## src/rtl/oled_pkg.sv

```systemverilog
// Shared definitions for the SSD1306 SPI transmitter and the sequencers that feed it.
package oled_pkg;

  typedef enum logic [2:0] {
    ST_RES_LO = 3'd0,
    ST_RES_HI = 3'd1,
    ST_IDLE   = 3'd2,
    ST_LOAD   = 3'd3,
    ST_SHIFT  = 3'd4,
    ST_GAP    = 3'd5
  } oled_state_e;

  // SSD1306 command bytes for upstream command sequencers
  localparam logic [7:0] SSD_SET_MEM_MODE    = 8'h20;
  localparam logic [7:0] SSD_SET_CONTRAST    = 8'h81;
  localparam logic [7:0] SSD_SET_CHARGE_PUMP = 8'h8D;
  localparam logic [7:0] SSD_NORMAL_DISPLAY  = 8'hA6;
  localparam logic [7:0] SSD_DISPLAY_OFF     = 8'hAE;
  localparam logic [7:0] SSD_DISPLAY_ON      = 8'hAF;

  function automatic int max4(input int a, input int b, input int c, input int d);
    int m;
    m = a;
    if (b > m) m = b;
    if (c > m) m = c;
    if (d > m) m = d;
    return m;
  endfunction

endpackage

```

## src/rtl/oled_spi_tx_if.sv

```systemverilog
// Byte handshake between the upstream sequencer and the OLED SPI transmitter.
interface oled_spi_tx_if;
  logic [7:0] tx_data;
  logic       tx_dc;
  logic       tx_valid;
  logic       tx_ready;

  modport master (output tx_data, output tx_dc, output tx_valid, input tx_ready);
  modport slave  (input tx_data, input tx_dc, input tx_valid, output tx_ready);
endinterface

```

## src/rtl/oled_byte_fifo.sv

```systemverilog
// Synchronous FIFO of {dc, data} entries with a registered fill level.
module oled_byte_fifo #(
  parameter int DEPTH = 16
) (
  input  logic                   clk,
  input  logic                   rst_n,
  input  logic                   push,
  input  logic [8:0]             push_data,
  input  logic                   pop,
  output logic [8:0]             pop_data,
  output logic [$clog2(DEPTH):0] level,
  output logic                   full,
  output logic                   empty
);
  localparam int AW = $clog2(DEPTH);
  localparam int LW = AW + 1;

  logic [8:0]    mem_q [DEPTH];
  logic [AW-1:0] wr_ptr_q, wr_ptr_d;
  logic [AW-1:0] rd_ptr_q, rd_ptr_d;
  logic [LW-1:0] level_q, level_d;
  logic          do_push, do_pop;

  assign full     = (level_q == LW'(DEPTH));
  assign empty    = (level_q == '0);
  assign do_push  = push && !full;
  assign do_pop   = pop && !empty;
  assign pop_data = mem_q[rd_ptr_q];
  assign level    = level_q;

  always_comb begin
    wr_ptr_d = wr_ptr_q;
    rd_ptr_d = rd_ptr_q;
    level_d  = level_q;
    if (do_push) wr_ptr_d = wr_ptr_q + AW'(1);
    if (do_pop)  rd_ptr_d = rd_ptr_q + AW'(1);
    case ({do_push, do_pop})
      2'b10:   level_d = level_q + LW'(1);
      2'b01:   level_d = level_q - LW'(1);
      default: level_d = level_q;
    endcase
  end

  always_ff @(posedge clk or negedge rst_n) begin
    if (!rst_n) begin
      wr_ptr_q <= '0;
      rd_ptr_q <= '0;
      level_q  <= '0;
    end else begin
      wr_ptr_q <= wr_ptr_d;
      rd_ptr_q <= rd_ptr_d;
      level_q  <= level_d;
    end
  end

  // storage needs no reset: the level counter says what is valid
  always_ff @(posedge clk) begin
    if (do_push) mem_q[wr_ptr_q] <= push_data;
  end

endmodule

```

## src/rtl/oled_spi_tx.sv

```systemverilog
// SSD1306 4-wire SPI transmitter: panel reset sequencing, byte FIFO, mode-0 shifter.
//
// state    | meaning
// RES_LO   | OLED_RES held low
// RES_HI   | OLED_RES high, waiting before the first byte
// IDLE     | panel ready, waiting for a byte or a pending reinit
// LOAD     | pop FIFO head into the shifter, CS low
// SHIFT    | 8 bits, each a low then a high OLED_CLK phase
// GAP      | CS high for the minimum inter-burst gap
module oled_spi_tx
  import oled_pkg::*;
#(
  parameter int CLK_DIV         = 4,
  parameter int FIFO_DEPTH      = 16,
  parameter int RES_LOW_CYCLES  = 1000,
  parameter int RES_WAIT_CYCLES = 1000,
  parameter int CS_GAP_CYCLES   = 2
) (
  input  logic                        CLK_100MHz,
  input  logic                        RST_N,
  oled_spi_tx_if.slave                tx_if,
  input  logic                        reinit,
  output logic                        init_done,
  output logic                        busy,
  output logic [$clog2(FIFO_DEPTH):0] fifo_level,
  output logic                        OLED_CLK,
  output logic                        OLED_DIN,
  output logic                        OLED_CS,
  output logic                        OLED_D_C,
  output logic                        OLED_RES
);
  localparam int TMAX = max4(CLK_DIV, RES_LOW_CYCLES, RES_WAIT_CYCLES, CS_GAP_CYCLES);
  localparam int TW   = $clog2(TMAX) + 1;

  localparam logic [TW-1:0] DIV_LOAD  = TW'(CLK_DIV - 1);
  localparam logic [TW-1:0] RES_LOAD  = TW'(RES_LOW_CYCLES - 1);
  localparam logic [TW-1:0] WAIT_LOAD = TW'(RES_WAIT_CYCLES - 1);
  localparam logic [TW-1:0] GAP_LOAD  = TW'(CS_GAP_CYCLES - 1);

  oled_state_e   state_q, state_d;
  logic [TW-1:0] tmr_q, tmr_d, tmr_dec;
  logic [2:0]    bit_q, bit_d;
  logic [7:0]    sreg_q, sreg_d;
  logic          sclk_q, sclk_d;
  logic          cs_q, cs_d;
  logic          dc_q, dc_d;
  logic          pend_q, pend_d, pend_now;
  logic          fifo_pop, fifo_full, fifo_empty;
  logic [8:0]    fifo_head;

  oled_byte_fifo #(.DEPTH(FIFO_DEPTH)) u_fifo (
    .clk       (CLK_100MHz),
    .rst_n     (RST_N),
    .push      (tx_if.tx_valid),
    .push_data ({tx_if.tx_dc, tx_if.tx_data}),
    .pop       (fifo_pop),
    .pop_data  (fifo_head),
    .level     (fifo_level),
    .full      (fifo_full),
    .empty     (fifo_empty)
  );

  assign tx_if.tx_ready = !fifo_full;
  assign tmr_dec        = tmr_q - TW'(1);
  assign pend_now       = pend_q || reinit;

  always_comb begin
    state_d  = state_q;
    tmr_d    = tmr_q;
    bit_d    = bit_q;
    sreg_d   = sreg_q;
    sclk_d   = sclk_q;
    cs_d     = cs_q;
    dc_d     = dc_q;
    pend_d   = pend_now;
    fifo_pop = 1'b0;
    case (state_q)
      ST_RES_LO: begin
        if (tmr_q == '0) begin
          state_d = ST_RES_HI;
          tmr_d   = WAIT_LOAD;
        end else begin
          tmr_d = tmr_dec;
        end
      end
      ST_RES_HI: begin
        if (tmr_q == '0) state_d = ST_IDLE;
        else             tmr_d   = tmr_dec;
      end
      ST_IDLE: begin
        if (pend_now) begin
          state_d = ST_RES_LO;
          tmr_d   = RES_LOAD;
          pend_d  = 1'b0;
        end else if (!fifo_empty) begin
          state_d = ST_LOAD;
        end
      end
      ST_LOAD: begin
        fifo_pop = 1'b1;
        sreg_d   = fifo_head[7:0];
        dc_d     = fifo_head[8];
        cs_d     = 1'b0;
        sclk_d   = 1'b0;
        bit_d    = 3'd7;
        tmr_d    = DIV_LOAD;
        state_d  = ST_SHIFT;
      end
      ST_SHIFT: begin
        if (tmr_q != '0) begin
          tmr_d = tmr_dec;
        end else begin
          tmr_d = DIV_LOAD;
          if (!sclk_q) begin
            sclk_d = 1'b1;
          end else begin
            sclk_d = 1'b0;
            if (bit_q != 3'd0) begin
              bit_d  = bit_q - 3'd1;
              sreg_d = {sreg_q[6:0], 1'b0};
            end else if (!fifo_empty && !pend_now) begin
              state_d = ST_LOAD;
            end else begin
              cs_d    = 1'b1;
              tmr_d   = GAP_LOAD;
              state_d = ST_GAP;
            end
          end
        end
      end
      ST_GAP: begin
        if (tmr_q == '0) state_d = ST_IDLE;
        else             tmr_d   = tmr_dec;
      end
      default: begin
        state_d = ST_RES_LO;
        tmr_d   = RES_LOAD;
      end
    endcase
  end

  always_ff @(posedge CLK_100MHz or negedge RST_N) begin
    if (!RST_N) begin
      state_q <= ST_RES_LO;
      tmr_q   <= RES_LOAD;
      bit_q   <= 3'd0;
      sreg_q  <= 8'd0;
      sclk_q  <= 1'b0;
      cs_q    <= 1'b1;
      dc_q    <= 1'b0;
      pend_q  <= 1'b0;
    end else begin
      state_q <= state_d;
      tmr_q   <= tmr_d;
      bit_q   <= bit_d;
      sreg_q  <= sreg_d;
      sclk_q  <= sclk_d;
      cs_q    <= cs_d;
      dc_q    <= dc_d;
      pend_q  <= pend_d;
    end
  end

  assign OLED_CLK  = sclk_q;
  assign OLED_DIN  = sreg_q[7];
  assign OLED_CS   = cs_q;
  assign OLED_D_C  = dc_q;
  assign OLED_RES  = (state_q != ST_RES_LO);
  assign init_done = (state_q != ST_RES_LO) && (state_q != ST_RES_HI);
  assign busy      = (state_q != ST_IDLE) || !fifo_empty;

endmodule

```

## src/flat_wrapper.sv

```systemverilog
// flat-port wrapper written by rule: the top's interface ports become plain ports
module oled_spi_tx_flat import oled_pkg::*;
#(
  parameter int CLK_DIV         = 4,
  parameter int FIFO_DEPTH      = 16,
  parameter int RES_LOW_CYCLES  = 1000,
  parameter int RES_WAIT_CYCLES = 1000,
  parameter int CS_GAP_CYCLES   = 2
)
  (CLK_100MHz, RST_N, reinit, init_done, busy, fifo_level, OLED_CLK, OLED_DIN, OLED_CS, OLED_D_C, OLED_RES, tx_if_tx_data, tx_if_tx_dc, tx_if_tx_valid, tx_if_tx_ready);
  oled_spi_tx_if tx_if_i ();
  input  logic CLK_100MHz;
  input  logic RST_N;
  input  logic reinit;
  output logic init_done;
  output logic busy;
  output logic [$clog2(FIFO_DEPTH):0] fifo_level;
  output logic OLED_CLK;
  output logic OLED_DIN;
  output logic OLED_CS;
  output logic OLED_D_C;
  output logic OLED_RES;
  input wire logic [$bits(tx_if_i.tx_data)-1:0] tx_if_tx_data;
  input wire logic [$bits(tx_if_i.tx_dc)-1:0] tx_if_tx_dc;
  input wire logic [$bits(tx_if_i.tx_valid)-1:0] tx_if_tx_valid;
  output wire logic [$bits(tx_if_i.tx_ready)-1:0] tx_if_tx_ready;
  assign tx_if_i.tx_data = tx_if_tx_data;
  assign tx_if_i.tx_dc = tx_if_tx_dc;
  assign tx_if_i.tx_valid = tx_if_tx_valid;
  assign tx_if_tx_ready = tx_if_i.tx_ready;
  oled_spi_tx #(.CLK_DIV(CLK_DIV), .FIFO_DEPTH(FIFO_DEPTH), .RES_LOW_CYCLES(RES_LOW_CYCLES), .RES_WAIT_CYCLES(RES_WAIT_CYCLES), .CS_GAP_CYCLES(CS_GAP_CYCLES)) u_core (.CLK_100MHz(CLK_100MHz), .RST_N(RST_N), .tx_if(tx_if_i), .reinit(reinit), .init_done(init_done), .busy(busy), .fifo_level(fifo_level), .OLED_CLK(OLED_CLK), .OLED_DIN(OLED_DIN), .OLED_CS(OLED_CS), .OLED_D_C(OLED_D_C), .OLED_RES(OLED_RES));
endmodule
```

## config.mk

```make
export PLATFORM = sky130hd
export DESIGN_NAME = oled_spi_tx_flat
export DESIGN_NICKNAME = d
export VERILOG_FILES = /design/src/rtl/oled_pkg.sv /design/src/rtl/oled_spi_tx_if.sv /design/src/rtl/oled_byte_fifo.sv /design/src/rtl/oled_spi_tx.sv /design/src/flat_wrapper.sv
export SDC_FILE = /design/constraint.sdc
export NUM_CORES = 1
export LEC_CHECK = 0
export ABC_CLOCK_PERIOD_IN_PS = 2800
export CAP_MARGIN = 20
export CORE_MARGIN = 10
export CORE_UTILIZATION = 59
export CTS_BUF_LIST = sky130_fd_sc_hd__clkbuf_8
export DETAILED_ROUTE_END_ITERATION = 7
export DONT_BUFFER_PORTS = 1
export GPL_TIMING_DRIVEN = 1
export PLACE_DENSITY = 0.89
export SLEW_MARGIN = 10
export SYNTH_ARGS = -nofsm -noshare
export SYNTH_HDL_FRONTEND = slang
export SYNTH_HIERARCHICAL = 1
export SYNTH_SLANG_ARGS = --single-unit
```

## constraint.sdc

```tcl
create_clock -name CLK_100MHz -period 2.8 [get_ports CLK_100MHz]
set_input_delay 0.28 -clock CLK_100MHz [delete_from_list [all_inputs] [get_ports CLK_100MHz]]
set_output_delay 0.28 -clock CLK_100MHz [all_outputs]
set_load 0.1 [all_outputs]
```

---- Word-level counts from Yosys, hierarchy flattened ----
Memories as Yosys holds them, arrays and structs flattened.
Index checks and enable logic that the tools add are counted.
word-level totals
  memories kept ........................... 1
  output and inout port bits .............. 13
  input bits .............................. 13
  RAM bits ................................ 144
  register bits ........................... 42
  word-level logic and storage cells ...... 99
cells by class
  add/subtract/negate cells ............... 6
  muxes and demuxes ....................... 38
  equal/unequal tests ..................... 20
  reductions and logical operators ........ 23
memories
  name                 depth  width  read ports  clocked after Yosys merged registers in  write ports  line                  text
  u_core.u_fifo.mem_q  16     9      1           0                                        1            oled_byte_fifo.sv:18  logic [8:0] mem_q [DEPTH];
operator list
  kind                     count
  $mux W11                 6
  $pmux W11 S5             1
  $mux W3                  11
  $mux W8                  3
  $pmux W8 S2              1
  $pmux W3 S5              1
  $logic_not A11 Y1        1
  $reduce_bool A11 Y1      1
  $sub A11 B1 Y11 const B  1
  $mux W1                  10
  $ne A2 B1 Y1 const B     5
  $pmux W5 S2              1
  $add A4 B1 Y4 const B    2
  $ne A2 B2 Y1 const B     4
  $eq A3 B2 Y1 const B     2
  $eq A3 B3 Y1 const B     2
  $ne A3 B2 Y1 const B     2
  $pmux W3 S2              1
  $reduce_and A6 Y1        1
  $reduce_bool A3 Y1       2
  $add A5 B1 Y5 const B    1
  $eq A5 B5 Y1 const B     1
  $logic_not A5 Y1         1
  $reduce_and A5 Y1        1
  other kinds (16)         25

---- Depth between registers and ports, before layout ----
Gate-level depths: netlist (run 1).
  depth in word-level cells ............... 8
  gate-level depth with buffers ........... 15
  depth with buffers taken out ............ 12

---- Modules after synthesis ----
Netlist (run 1), hierarchy kept.
modules (own cells, without submodules)
  module          cells an instance  area each (um^2)  times used  sequential area each (um^2)
  oled_byte_fifo  361                6416.2            1           4649.5
  oled_spi_tx     182                1674.1            1           737.0

---- Least setup slack after synthesis (run 1) ----
OpenSTA, ideal clock, no wires.
  path type ............................... flip-flop to flip-flop
  start ................................... reg u_core.u_fifo.level_q[1], in the netlist u_core/u_fifo/level[1]
  end ..................................... reg u_core.u_fifo.level_q[4], in the netlist u_core/u_fifo/level[4]
  data required time ...................... 2641 ps
  path slack .............................. -426 ps
  period minus slack after synthesis ...... 3226 ps
  path buffers ............................ 1
  cell stages (with the launch flop) ...... 14
  library setup time ...................... 159 ps
  data arrival time ....................... 3067 ps
  cell sequence ........................... dfrtp_1 nor4_2 nand2_1 and2_1 buf_2 inv_1 ha_1 inv_1 fa_1 nor2b_1 o21ai_0 nand3_1 or3b_1 xnor2_1
on the way
  longest elaborated chain between the ends .. 5
  elaborated cells on any way between the ends .. 12
  those cells by class .................... add/sub: 2; eq/ne: 3; mux: 1; reduce/logical: 6
RTL lines
  item                                               line                                        text
  start, declared                                    oled_byte_fifo.sv:21                        logic [LW-1:0] level_q, level_d;
  start signal, assigned                             oled_byte_fifo.sv:52                        level_q <= level_d;
  $eq A5 B5 Y1 or $logic_not A5 Y1 (tied branches)   oled_byte_fifo.sv:24, oled_byte_fifo.sv:25
  $logic_not A1 Y1 (on tied branches)                n/a
  $logic_and A1 B1 Y1 (on tied branches)             oled_byte_fifo.sv:26, oled_byte_fifo.sv:27
  $eq A2 B1 Y1 or $eq A2 B2 Y1 (tied branches)       oled_byte_fifo.sv:37                        case ({do_push, do_pop})
  $pmux W5 S2 or $reduce_bool A2 Y1 (tied branches)  n/a
Parallel ways exist; a longest one is shown, timed or not.
A chain may end at the register's enable or synchronous reset.

---- Final worst setup path (run 1) ----
  start ................................... reg u_core.u_fifo.level_q[2], in the netlist u_core/u_fifo/level[2]
  end ..................................... reg u_core.u_fifo.level_q[4], in the netlist u_core/u_fifo/level[4]
Same word-level chain as after synthesis.

==> results_tabular.tex, run 1 <==
\begin{tabular}{lr}
\hline
Metric & Value \\
\hline
\multicolumn{2}{l}{\textbf{Worst hold path}} \\
Worst min-delay path class & input pin to register \\
\multicolumn{2}{l}{\textbf{Placed design}} \\
Placer's final routability congestion estimate & 0.851 \\
HPWL after detailed placement & 11600 µm \\
Post-placement cell area & 0.00846 mm² \\
Placement Setup Slack & 141 ps \\
\# port buffers & 0 \\
\multicolumn{2}{l}{\textbf{Run status}} \\
Outcome & complete, no violations \\
\multicolumn{2}{l}{\textbf{STA}} \\
Normalized max-slew margin & 36.2\% \\
Final Worst Setup Slack & 149 ps \\
Final setup violation count & 0 \\
Max-slew violation count & 0 \\
Max Fclk & roughly 380 MHz \\
Time the worst path needs with I/O delays and setup & 2650 ps \\
Post-route clock period utilization & 94.7\% \\
Final total negative setup slack & 0 ps \\
Unrepaired setup endpoints after global routing & no \\
Slew of the pin with the lowest slew margin & 953 ps \\
Final hold violation count & 0 \\
Max Clock Skew & 10.6 ps \\
\multicolumn{2}{l}{\textbf{Setup path}} \\
Ordered list of cells on the worst path & nor4\_2 > nand2\_1 > and2\_1 > inv\_2 > ha\_4 > inv\_2 > fa\_2 > nor2b\_1 > o21ai\_1 > nand3\_1 > or3b\_1 > xnor2\_1 \\
Crit path buffers/inverters & 2 \\
Register-to-register setup slack & 150 ps \\
Cell at the slowest stage of the critical path & sky130\_fd\_sc\_hd\_\_dfrtp\_4 \\
Largest fanout on the critical path & 4 \\
Max incr delay on CP & 490 ps \\
Worst path required time & 3140 ps \\
Data arrival time of the worst path & 2990 ps \\
Kind of cell adding the most delay to the critical path & simple AND/OR/NAND/NOR gates \\
Category of the worst setup path launch point & register \\
Cell with the most instances on the worst path & sky130\_fd\_sc\_hd\_\_inv\_2 \\
Sort of element at the end of the critical path & register \\
Type of the setup path with the least slack & register to register \\
\multicolumn{2}{l}{\textbf{Floorplan}} \\
Count of pins on the block boundary & 26 \\
Height of the die & 137 µm \\
Die W & about 140 µm \\
Initial Util & 60.6\% \\
Die area & 0.0188 mm² \\
Standard-cell rows & 42 \\
Core Box Area & about 0.013 mm² \\
\multicolumn{2}{l}{\textbf{Final layout}} \\
Most frequent cells in the layout & sky130\_fd\_sc\_hd\_\_edfxtp\_1, sky130\_fd\_sc\_hd\_\_nand2\_1, sky130\_fd\_sc\_hd\_\_o21ai\_0 \\
Layout cells sized above 1 & 23.2\% \\
Multi-input gate area & roughly 0.0025 mm² \\
Utilization of the core after routing & 67.9\% \\
Final \#Nets & 604 \\
Leading cell type in the layout, fill and taps excluded & sky130\_fd\_sc\_hd\_\_edfxtp\_1 \\
Cell area after layout & 0.00906 mm² \\
Fillers & roughly 880 \\
Sequential cell area & 0.00540 mm² \\
Area growth from synthesis to layout & 12.0\% \\
\multicolumn{2}{l}{\textbf{Clocking}} \\
Depth of the CTS H-tree & 4 \\
Clock Sink Count & between 150 and 200 \\
CTS Buf Count & 17 \\
Clock tree from TritonCTS & done \\
Register clock-pin slew on the reported worst setup and hold paths & around 100 ps \\
Clock tree root driver cell & sky130\_fd\_sc\_hd\_\_clkbuf\_8 \\
Clock latency on the worst-skew pair & 450 ps \\
Maximum clock insertion buffer count & 2 \\
\multicolumn{2}{l}{\textbf{Synth}} \\
Number of enable flip-flop cells after synthesis & 144 \\
Post-synthesis instance area & 0.00809 mm² \\
Synth top area share & 53.4\% \\
Flops \& latches, synth & around 190 \\
Unique masters post-synth & 67 \\
Number of instances in the synthesized netlist & 543 \\
Most used flip-flop cell after synthesis & sky130\_fd\_sc\_hd\_\_edfxtp\_1 \\
Cell types with the largest area share after synthesis & sky130\_fd\_sc\_hd\_\_edfxtp\_1, sky130\_fd\_sc\_hd\_\_dfrtp\_1, sky130\_fd\_sc\_hd\_\_mux4\_2, sky130\_fd\_sc\_hd\_\_mux2i\_1, sky130\_fd\_sc\_hd\_\_dfstp\_2 \\
Mean post-synth cell area & 14.9 µm² \\
Share of async-settable or async-resettable flops after synthesis & 22.6\% \\
Cell type with the largest total area after synthesis & sky130\_fd\_sc\_hd\_\_edfxtp\_1 \\
Post-Synthesis Net Count & 569 \\
Synth warnings & 6 \\
Share of the yosys chip area belonging to registers & around 67\% \\
\multicolumn{2}{l}{\textbf{Power}} \\
Static Leakage & 3.14 nW \\
Register share of total power & 53.6\% \\
Proportion of power drawn by combinational gates & about 15\% \\
Peak supply drop & 0.628 mV \\
Cell area power density & between 600 and 700 mW/mm² \\
Switching portion of total power & 29.4\% \\
Internal Pwr Total & 4.48 mW \\
P\_sw & 1.86 mW \\
Clock share of power & 31.0\% \\
\multicolumn{2}{l}{\textbf{Detailed routing}} \\
Vias & 4762 \\
Average vias per placed instance & 6.20 \\
ANT nets after route & 0 \\
Average detailed-routed wire length per instance & $\sim$22 µm \\
Number of remaining DRC errors & 0 \\
DRC violation total after the first TritonRoute iteration & 475 \\
First-pass detailed-route iteration total & 7 \\
DRT Wirelength & 16700 µm \\
\multicolumn{2}{l}{\textbf{Global routing}} \\
Global route overflow & 0 \\
Vias in the first global route & 4922 \\
Number of antenna violations at the first check in global routing & 1 \\
Gr usage total & 18.5\% \\
Wire length of the first global-routing pass & 26500 µm \\
Maximum number of pins on one net before global-route repair & 43 \\
\multicolumn{2}{l}{\textbf{Flow run}} \\
Max-cap violation count & 0 \\
\hline
\end{tabular}
## state kept, by name, summed over array words and instances (netlist names)
signal                  cells
u_core/OLED_CLK             1
u_core/OLED_CS              1
u_core/OLED_D_C             1
u_core/bit_q                3
u_core/pend_q               1
u_core/sreg_q               8
u_core/state_q              3
u_core/tmr_q               11
u_core/u_fifo/level         5
u_core/u_fifo/mem_q       144
u_core/u_fifo/rd_ptr_q      4
u_core/u_fifo/wr_ptr_q      4
## Yosys cell counts (all sizes together) (8+ instances only)
cell	number
mux2i	28
nand2	41
dfstp	9
nand2b	10
inv	18
a22oi	9
dfrtp	33
a221oi	10
nor3	9
ha	12
nor2	29
mux2	11
edfxtp	144
buf	19
mux4	18
a21oi	21
o21ai	37
clkbuf	8
## cell type report
cell class                      count  share of cell area (%)
Sequential cell                   186                    59.6
Multi-Input combinational cell    312                    27.6
Timing Repair Buffer               43                    4.50
Clock buffer                       17                    2.58
Clock inverter                     15                    2.47
Tap cell                          176                    2.43
Inverter                           18                   0.746
Antenna cell                        1                  0.0276
## layer usage
metal	vias up	global-route usage, %	wire length [µm]
met3	34	4.95	1060
met1	2379	22.3	6510
met5	-	0	0
met2	194	31.7	8820
li1	2155	-	-
met4	0	5.50	299
## cell families after synthesis
| group | share of synthesized area (%) |
|---|---|
| AO/OA/AOI/OAI | 9.81 |
| adder cells (fa/ha/maj) | 2.10 |
| buffers and inverters | 2.80 |
| multiplexers | 10.0 |
| flip-flops | 66.6 |
| AND/OR/NAND/NOR | 7.62 |
| XOR/XNOR | 1.08 |
## worst paths after layout
kind	from	end	cells after the start
hold reg to reg	u_core/u_fifo/level[4]	u_core/u_fifo/level[4]	1
hold / removal	reinit	u_core/state_q[2]	3
setup / recovery	u_core/u_fifo/level[2]	u_core/u_fifo/level[4]	12
max in group asynchronous	RST_N	u_core/tmr_q[6]	2
setup reg to reg	u_core/u_fifo/level[2]	u_core/u_fifo/level[4]	12
min in group asynchronous	RST_N	u_core/OLED_D_C	2
## metrics by stage
step	instances	hold WS (ps)	total power [mW]
floorplan	543	-15.6	4.10
global placement	723	-13.3	4.30
detailed placement	723	-12.9	4.37
CTS	767	204	6.37
global route	767	248	6.56
finish	768	219	6.34
## power groups by stage
stage / sequential [mW] / combinational (mW) / clock [mW]
floorplan: 3.67 / 0.438 / 0
global placement: 3.43 / 0.864 / 0
detailed placement: 3.46 / 0.912 / 0
CTS: 3.40 / 0.975 / 2.00
global route: 3.42 / 1.03 / 2.11
finish: 3.40 / 0.978 / 1.96
## repair_timing
action,4_1_cts,5_1_grt
endpoints found under the hold margin,187,0
endpoints found under the setup margin,0,1
buffers inserted,0,0
gates resized for setup,0,1
hold buffers,12,0
## worst register-to-register path, delay by kind of cell (launching register included)
family / cells / cell delay (ps)
AOI/OAI and AO/OA: 1 / 100
buffers and inverters: 2 / 130
xor gates and xnor gates: 1 / 130
adders and majority gates: 2 / 510
DFF: 1 / 490
and+or+nand+nor: 6 / 1190
Note: power is estimated with default switching activity, not from simulation.
==> inputs of run 2 (changes only) <==
--- a/config.mk
+++ b/config.mk
@@ -17,5 +17,4 @@
 export SLEW_MARGIN = 10
 export SYNTH_ARGS = -nofsm -noshare
 export SYNTH_HDL_FRONTEND = slang
-export SYNTH_HIERARCHICAL = 1
 export SYNTH_SLANG_ARGS = --single-unit
==> results_tabular.tex, run 2 <==
\begin{tabular}{lr}
\hline
Metric & Value \\
\hline
\multicolumn{2}{l}{\textbf{Run status}} \\
Outcome & complete, no violations \\
\multicolumn{2}{l}{\textbf{STA}} \\
Final hold violation count & 0 \\
Max-slew violation count & 0 \\
Max Clock Skew & 10.8 ps \\
Time the worst path needs with I/O delays and setup & roughly 2700 ps \\
Slew of the pin with the lowest slew margin & 1020 ps \\
Normalized max-slew margin & 32.0\% \\
Post-route clock period utilization & a little over nine tenths \\
Final setup violation count & 0 \\
Max Fclk & 374 MHz \\
Worst slack on hold paths & 28.9 ps \\
Final Worst Setup Slack & approximately 130 ps \\
Unrepaired setup endpoints after global routing & no \\
\multicolumn{2}{l}{\textbf{Worst hold path}} \\
Worst hold path startpoint & reinit \\
Hold endpoint & u\_core.pend\_q \\
Worst min-delay path class & input pin to register \\
Count of cells along the worst hold path & 2 \\
\multicolumn{2}{l}{\textbf{Synth}} \\
Number of enable flip-flop cells after synthesis & 144 \\
Synth warnings & 0 \\
Synth top area share & 55.2\% \\
Share of async-settable or async-resettable flops after synthesis & 22.6\% \\
Flops \& latches, synth & $\sim$190 \\
Post-Synthesis Net Count & 508 \\
Cell types with the largest area share after synthesis & sky130\_fd\_sc\_hd\_\_edfxtp\_1, sky130\_fd\_sc\_hd\_\_mux4\_2, sky130\_fd\_sc\_hd\_\_dfrtp\_1, sky130\_fd\_sc\_hd\_\_dfstp\_2, sky130\_fd\_sc\_hd\_\_ha\_1 \\
Unique masters post-synth & 55 \\
Synth cell count leaders & sky130\_fd\_sc\_hd\_\_edfxtp\_1, sky130\_fd\_sc\_hd\_\_mux4\_2, sky130\_fd\_sc\_hd\_\_nor2\_1, sky130\_fd\_sc\_hd\_\_dfrtp\_1, sky130\_fd\_sc\_hd\_\_a21oi\_1 \\
Most used flip-flop cell after synthesis & sky130\_fd\_sc\_hd\_\_edfxtp\_1 \\
Cell with the most instances after synthesis & sky130\_fd\_sc\_hd\_\_edfxtp\_1 \\
Cell type with the largest total area after synthesis & sky130\_fd\_sc\_hd\_\_edfxtp\_1 \\
Number of instances in the synthesized netlist & 481 \\
Share of the yosys chip area belonging to registers & between 60 and 70\% \\
Post-synthesis instance area & 0.00784 mm² \\
Mean post-synth cell area & around 16 µm² \\
\multicolumn{2}{l}{\textbf{Final layout}} \\
Sequential cell area & 0.00540 mm² \\
Most frequent cells in the layout & sky130\_fd\_sc\_hd\_\_edfxtp\_1, sky130\_fd\_sc\_hd\_\_mux4\_2, sky130\_fd\_sc\_hd\_\_nor2\_1 \\
Final \#Nets & roughly 540 \\
Area growth from synthesis to layout & 11.0\% \\
Utilization of the core after routing & between 60\% and 70\% \\
Leading cell type in the layout, fill and taps excluded & sky130\_fd\_sc\_hd\_\_edfxtp\_1 \\
Cell area after layout & 0.00869 mm² \\
Layout cells sized above 1 & 24.1\% \\
Multi-input gate area & 0.00233 mm² \\
Fillers & between 800 and 900 \\
Antenna diode count & 0 \\
Reg with most FFs & u\_core.u\_fifo.mem\_q \\
Top Registers & u\_core.u\_fifo.mem\_q (144), u\_core.tmr\_q (11), u\_core.sreg\_q (8) \\
Max FFs per register & 144 \\
\multicolumn{2}{l}{\textbf{Setup path}} \\
Worst path required time & around 3200 ps \\
Cell with the most instances on the worst path & sky130\_fd\_sc\_hd\_\_nor2\_2 \\
Data arrival time of the worst path & 3060 ps \\
Max incr delay on CP & 570 ps \\
Ordered list of cells on the worst path & or4\_1 > nor2\_2 > nor2\_2 > ha\_4 > ha\_1 > nor2b\_1 > o21ai\_1 > and3\_1 > nor3\_2 > xor2\_1 \\
Category of the worst setup path launch point & register \\
Cell at the slowest stage of the critical path & sky130\_fd\_sc\_hd\_\_or4\_1 \\
Largest fanout on the critical path & 6 \\
Path depth of the worst reg2reg path & 10 \\
Worst flop-to-flop path startpoint & u\_core.u\_fifo.level[1] \\
Type of the setup path with the least slack & register to register \\
Sort of element at the end of the critical path & register \\
Register-to-register setup slack & 130 ps \\
Worst reg2reg path endpoint & u\_core.u\_fifo.level[4] \\
\multicolumn{2}{l}{\textbf{Floorplan}} \\
Die W & 135 µm \\
Die area & 0.0183 mm² \\
Height of the die & between 100 and 150 µm \\
Standard-cell rows & 42 \\
Count of pins on the block boundary & 26 \\
Core Box Area & 0.0131 mm² \\
Initial Util & 59.6\% \\
\multicolumn{2}{l}{\textbf{Detailed routing}} \\
Vias & between 4k and 5k \\
DRC violation total after the first TritonRoute iteration & 430 \\
DRT Wirelength & about 15000 µm \\
Number of remaining DRC errors & 0 \\
First-pass detailed-route iteration total & 5 \\
Average detailed-routed wire length per instance & 21.4 µm \\
ANT nets after route & 0 \\
Average vias per placed instance & 6.12 \\
\multicolumn{2}{l}{\textbf{Flow run}} \\
Max-cap violation count & 0 \\
\multicolumn{2}{l}{\textbf{Clocking}} \\
CTS Buf Count & 17 \\
Clock latency on the worst-skew pair & 460 ps \\
Buffer count from post-CTS setup fixing & 0 \\
Depth of the CTS H-tree & 4 \\
Maximum clock insertion buffer count & 2 \\
Clock tree root driver cell & sky130\_fd\_sc\_hd\_\_clkbuf\_8 \\
Register clock-pin slew on the reported worst setup and hold paths & 90 ps \\
Clock tree from TritonCTS & done \\
Clock Sink Count & 186 \\
\multicolumn{2}{l}{\textbf{Placed design}} \\
\# port buffers & 0 \\
Placer's final routability congestion estimate & 0.864 \\
Post-placement cell area & 0.00817 mm² \\
HPWL after detailed placement & 10200 µm \\
Placement Setup Slack & 82.5 ps \\
\multicolumn{2}{l}{\textbf{Global routing}} \\
Maximum number of pins on one net before global-route repair & between 40 and 50 \\
Vias in the first global route & between 4k and 5k \\
Gr usage total & 17.4\% \\
Number of antenna violations at the first check in global routing & 0 \\
Global route overflow & 0 \\
Wire length of the first global-routing pass & 24300 µm \\
\multicolumn{2}{l}{\textbf{Power}} \\
Static Leakage & 2.99 nW \\
Cell area power density & 726 mW/mm² \\
Peak supply drop & 0.511 mV \\
Total Power Consumption & 6.32 mW \\
\hline
\end{tabular}
==> run 2: cell count changes after synthesis, sizes merged, moves of 9 or more <==
cell    before  now
o22ai        2   15
nand2       41   20
a221oi      10    1
mux2i       28    1
mux4        18   38
o21ai       37   11
==> run 2: power by group <==
part / internal (mW) / total [mW] / switching (mW)
combinational: 0.298 / 0.987 / 0.689
clock: 0.811 / 1.76 / 0.951
sequential: 3.33 / 3.57 / 0.232
total: 4.44 / 6.32 / 1.87
==> run 2: how the worst max path moves through the flow <==
stage                            from                      to  slack, ps  cells after the start
3_3_place_gp   u_core.u_fifo.level[1]  u_core.u_fifo.level[4]        190                     10
4_1_cts        u_core.u_fifo.level[1]  u_core.u_fifo.level[4]         60                     10
3_5_place_dp   u_core.u_fifo.level[1]  u_core.u_fifo.level[4]         80                     10
5_1_grt        u_core.u_fifo.level[1]  u_core.u_fifo.level[4]          5                     10
6_report       u_core.u_fifo.level[1]  u_core.u_fifo.level[4]        130                     10
2_1_floorplan  u_core.u_fifo.level[2]  u_core.u_fifo.level[4]       -140                     13
==> run 2: metrics by stage <==
step                std cells  setup TNS [ps]
finish                    698               0
global route              698               0
CTS                       698               0
detailed placement        656               0
global placement          656               0
floorplan                 481            -140
==> run 2: repair_timing <==
action,CTS,global route
setup endpoints to repair,0,1
hold endpoints to repair,186,0
hold buffers,11,0
gates resized for setup,0,2
==> run 2: cell families (layout without fill, tap and decap cells) <==
logic type,after synthesis,in the layout,share of synthesized area [%]
buffers and inverters,39,80,2.16
adders and majority gates,14,14,2.33
and+or+nand+nor,110,110,7.47
xor gates and xnor gates,13,13,1.45
muxes,42,42,11.5
DFF,186,186,68.7
AOI/OAI and AO/OA,77,77,6.31
==> run 2: layer usage <==
metal	share of wire (%)	vias to the layer above	routed length (µm)	GRT usage (%)
li1	-	1924	-	-
met4	1.9	0	276	6.58
met3	6.1	31	906	4.97
met5	0	-	0	0
met2	53	147	7850	28.9
met1	39	2169	5880	21.1
==> run 2: layout make-up <==
class | count | share of cell area (%)
clock buffer | 17 | 2.69
clock inverter | 14 | 1.86
inverter | 16 | 0.720
multi-input combinational | 256 | 26.8
sequential | 186 | 62.1
tap | 176 | 2.53
timing repair buffer | 33 | 3.28
==> run 2: critical path: cells and delay by family (launching register included) <==
| family | cells | cell delay [ps] |
|---|---|---|
| xor+xnor | 1 | 150 |
| flops | 1 | 530 |
| compound gates | 1 | 100 |
| fa+ha+maj | 2 | 520 |
| simple gates | 6 | 1300 |
==> inputs of run 3 (changes only) <==
--- a/config.mk
+++ b/config.mk
@@ -5,15 +5,15 @@
 export SDC_FILE = /design/constraint.sdc
 export NUM_CORES = 1
 export LEC_CHECK = 0
-export ABC_CLOCK_PERIOD_IN_PS = 2800
+export ABC_CLOCK_PERIOD_IN_PS = 2540
 export CAP_MARGIN = 20
 export CORE_MARGIN = 10
-export CORE_UTILIZATION = 59
+export CORE_UTILIZATION = 60
 export CTS_BUF_LIST = sky130_fd_sc_hd__clkbuf_8
 export DETAILED_ROUTE_END_ITERATION = 7
 export DONT_BUFFER_PORTS = 1
 export GPL_TIMING_DRIVEN = 1
-export PLACE_DENSITY = 0.89
+export PLACE_DENSITY = 0.87
 export SLEW_MARGIN = 10
 export SYNTH_ARGS = -nofsm -noshare
 export SYNTH_HDL_FRONTEND = slang
==> constraint.sdc (replaced) <==
create_clock -name CLK_100MHz -period 2.54 [get_ports CLK_100MHz]
set_input_delay 0.254 -clock CLK_100MHz [delete_from_list [all_inputs] [get_ports CLK_100MHz]]
set_output_delay 0.254 -clock CLK_100MHz [all_outputs]
set_load 0.05 [all_outputs]
==> results_tabular.tex, run 3 (same netlist as run 2, synthesis figures left out) <==
\begin{tabular}{lr}
\hline
Metric & Value \\
\hline
\multicolumn{2}{l}{\textbf{Setup path}} \\
Path depth of the worst reg2reg path & 13 \\
Category of the worst setup path launch point & register \\
Type of the setup path with the least slack & register to register \\
Cell at the slowest stage of the critical path & sky130\_fd\_sc\_hd\_\_dfrtp\_2 \\
Worst path required time & 2930 ps \\
Largest fanout on the critical path & 5 \\
Max incr delay on CP & 420 ps \\
Ordered list of cells on the worst path & buf\_6 > nor4\_4 > nand2\_4 > and2\_4 > inv\_4 > ha\_4 > inv\_2 > fa\_2 > nor2b\_1 > o21ai\_1 > and3\_1 > nor3\_2 > xor2\_1 \\
Sort of element at the end of the critical path & register \\
Data arrival time of the worst path & between 2000 and 3000 ps \\
\multicolumn{2}{l}{\textbf{Floorplan}} \\
Die W & 134 µm \\
Standard-cell rows & 41 \\
Height of the die & 134 µm \\
Core Box Area & about 0.013 mm² \\
Die area & 0.0180 mm² \\
Initial Util & 61.6\% \\
Count of pins on the block boundary & 26 \\
\multicolumn{2}{l}{\textbf{Global routing}} \\
Vias in the first global route & 4456 \\
Wire length of the first global-routing pass & 25000 µm \\
Gr usage total & 18.1\% \\
Met2 layer usage reported by global route & 31.0\% \\
Gr busiest metal & met2 \\
Global route overflow & 0 \\
Global-route met1 utilization & 21.9\% \\
Maximum number of pins on one net before global-route repair & 43 \\
Number of antenna violations at the first check in global routing & 2 \\
Met3 Track Usage GR & 5.08\% \\
\multicolumn{2}{l}{\textbf{Final layout}} \\
Leading cell type in the layout, fill and taps excluded & sky130\_fd\_sc\_hd\_\_edfxtp\_1 \\
Max FFs per register & between 100 and 150 \\
Fillers & about 820 \\
Post-route insts no fill & 703 \\
Top Registers & u\_core.u\_fifo.mem\_q (144), u\_core.tmr\_q (11), u\_core.sreg\_q (8) \\
Reg with most FFs & u\_core.u\_fifo.mem\_q \\
Most frequent cells in the layout & sky130\_fd\_sc\_hd\_\_edfxtp\_1, sky130\_fd\_sc\_hd\_\_mux4\_2, sky130\_fd\_sc\_hd\_\_nor2\_1 \\
Utilization of the core after routing & 68.9\% \\
Final \#Nets & 543 \\
Layout cells sized above 1 & between 20\% and 30\% \\
Area growth from synthesis to layout & 11.8\% \\
\multicolumn{2}{l}{\textbf{Power}} \\
Switching portion of total power & between 20 and 30\% \\
Static Leakage & 3.02 nW \\
Proportion of power drawn by combinational gates & 14.5\% \\
Clock share of power & 28.3\% \\
Total Power Consumption & just under 7 mW \\
Peak supply drop & 0.876 mV \\
Register share of total power & 57.3\% \\
P\_sw & 2.00 mW \\
Internal Pwr Total & 4.84 mW \\
Cell area power density & around 780 mW/mm² \\
\multicolumn{2}{l}{\textbf{STA}} \\
Final setup violation count & 0 \\
Unrepaired setup endpoints after global routing & yes \\
Final hold violation count & 0 \\
Max-slew violation count & 0 \\
Slew of the pin with the lowest slew margin & 1040 ps \\
Max Fclk & 399 MHz \\
Normalized max-slew margin & a little under a third \\
Post-route clock period utilization & between 90\% and 100\% \\
Max Clock Skew & 18.3 ps \\
Time the worst path needs with I/O delays and setup & 2510 ps \\
\multicolumn{2}{l}{\textbf{Placed design}} \\
Number of cells in the design after placement & $\sim$660 \\
Placer's final routability congestion estimate & 0.847 \\
\# port buffers & 0 \\
HPWL after detailed placement & 10300 µm \\
\multicolumn{2}{l}{\textbf{Clocking}} \\
Buffer count from post-CTS setup fixing & 0 \\
Clock tree root driver cell & sky130\_fd\_sc\_hd\_\_clkbuf\_8 \\
Clock Sink Count & about 190 \\
Depth of the CTS H-tree & 4 \\
Register clock-pin slew on the reported worst setup and hold paths & 100 ps \\
Clock latency on the worst-skew pair & 470 ps \\
Maximum clock insertion buffer count & 2 \\
Clock tree from TritonCTS & done \\
CTS Buf Count & 17 \\
\multicolumn{2}{l}{\textbf{Worst hold path}} \\
Worst min-delay path class & input pin to register \\
Count of cells along the worst hold path & 3 \\
\multicolumn{2}{l}{\textbf{Detailed routing}} \\
ANT nets after route & 0 \\
Average detailed-routed wire length per instance & around 22 µm \\
First-pass detailed-route iteration total & 5 \\
DRT Wirelength & 15500 µm \\
Number of remaining DRC errors & 0 \\
Vias & about 4.3k \\
Average vias per placed instance & 6.17 \\
DRC violation total after the first TritonRoute iteration & 413 \\
\multicolumn{2}{l}{\textbf{Flow run}} \\
Max-cap violation count & 0 \\
\multicolumn{2}{l}{\textbf{Run status}} \\
Outcome & complete, no violations \\
\hline
\end{tabular}
run 3: through the flow:
step	hold slack (ps)	worst slack (ps)	cell area (µm²)	TNS, ps
finish	187	31.1	8760	0
global route	187	-82.5	8760	-82.5
CTS	160	13.0	8740	0
detailed placement	-40.0	35.2	8210	0
global placement	-40.2	113	8210	0
floorplan	-41.6	-184	7900	-184
run 3: worst paths after layout:
kind	to	slack, ps	start
min in group asynchronous	u_core.tmr_q[10]	270	RST_N
worst min register to register	u_core.tmr_q[2]	510	u_core.tmr_q[2]
worst min-delay path	u_core.u_fifo.wr_ptr_q[1]	190	tx_if_tx_valid
worst max-delay path	u_core.u_fifo.level[4]	30	u_core.u_fifo.level[1]
max in group asynchronous	u_core.tmr_q[5]	2000	RST_N
worst max register to register	u_core.u_fifo.level[4]	30	u_core.u_fifo.level[1]
run 3: area by class of cell:
type | count | area [µm²] | share of cell area [%]
flip-flops and latches | 186 | 5390 | 61.5
multi-input cells | 256 | 2340 | 26.7
repair buffers | 39 | 349 | 3.98
clock buffers | 17 | 234 | 2.67
well taps | 172 | 215 | 2.46
clock inverters | 15 | 161 | 1.84
inverters | 16 | 62.6 | 0.714
diodes | 2 | 5.00 | 0.0571
run 3: power by group through the flow:
stage / sequential (mW) / combinational [mW] / clock, mW
after detailed placement: 3.96 / 0.912 / 0
after global placement: 3.93 / 0.859 / 0
final: 3.91 / 0.987 / 1.93
after global routing: 3.94 / 1.08 / 2.08
after CTS: 3.90 / 0.977 / 1.96
after floorplan: 4.03 / 0.533 / 0
run 3: critical path, delay by kind of cell (launching register included):
family                     cells  cell delay (ps)
AOI/OAI and AO/OA              1               90
xor gates and xnor gates       1              160
adders and majority gates      2              530
buffers and inverters          3              280
DFF                            1              420
and+or+nand+nor                6              960
run 3: what timing repair did:
| action | in CTS | in global routing |
|---|---|---|
| hold buffers | 12 | 0 |
| setup endpoints to repair | 0 | 2 |
| gates resized for setup | 0 | 4 |
| endpoints found under the hold margin | 187 | 0 |
run 3: routing by layer:
| layer | vias to the layer above | wire length, µm |
|---|---|---|
| met5 | - | 0 |
| met4 | 0 | 192 |
| met3 | 17 | 1000 |
| met2 | 141 | 8210 |
| met1 | 2245 | 6060 |
| li1 | 1931 | - |
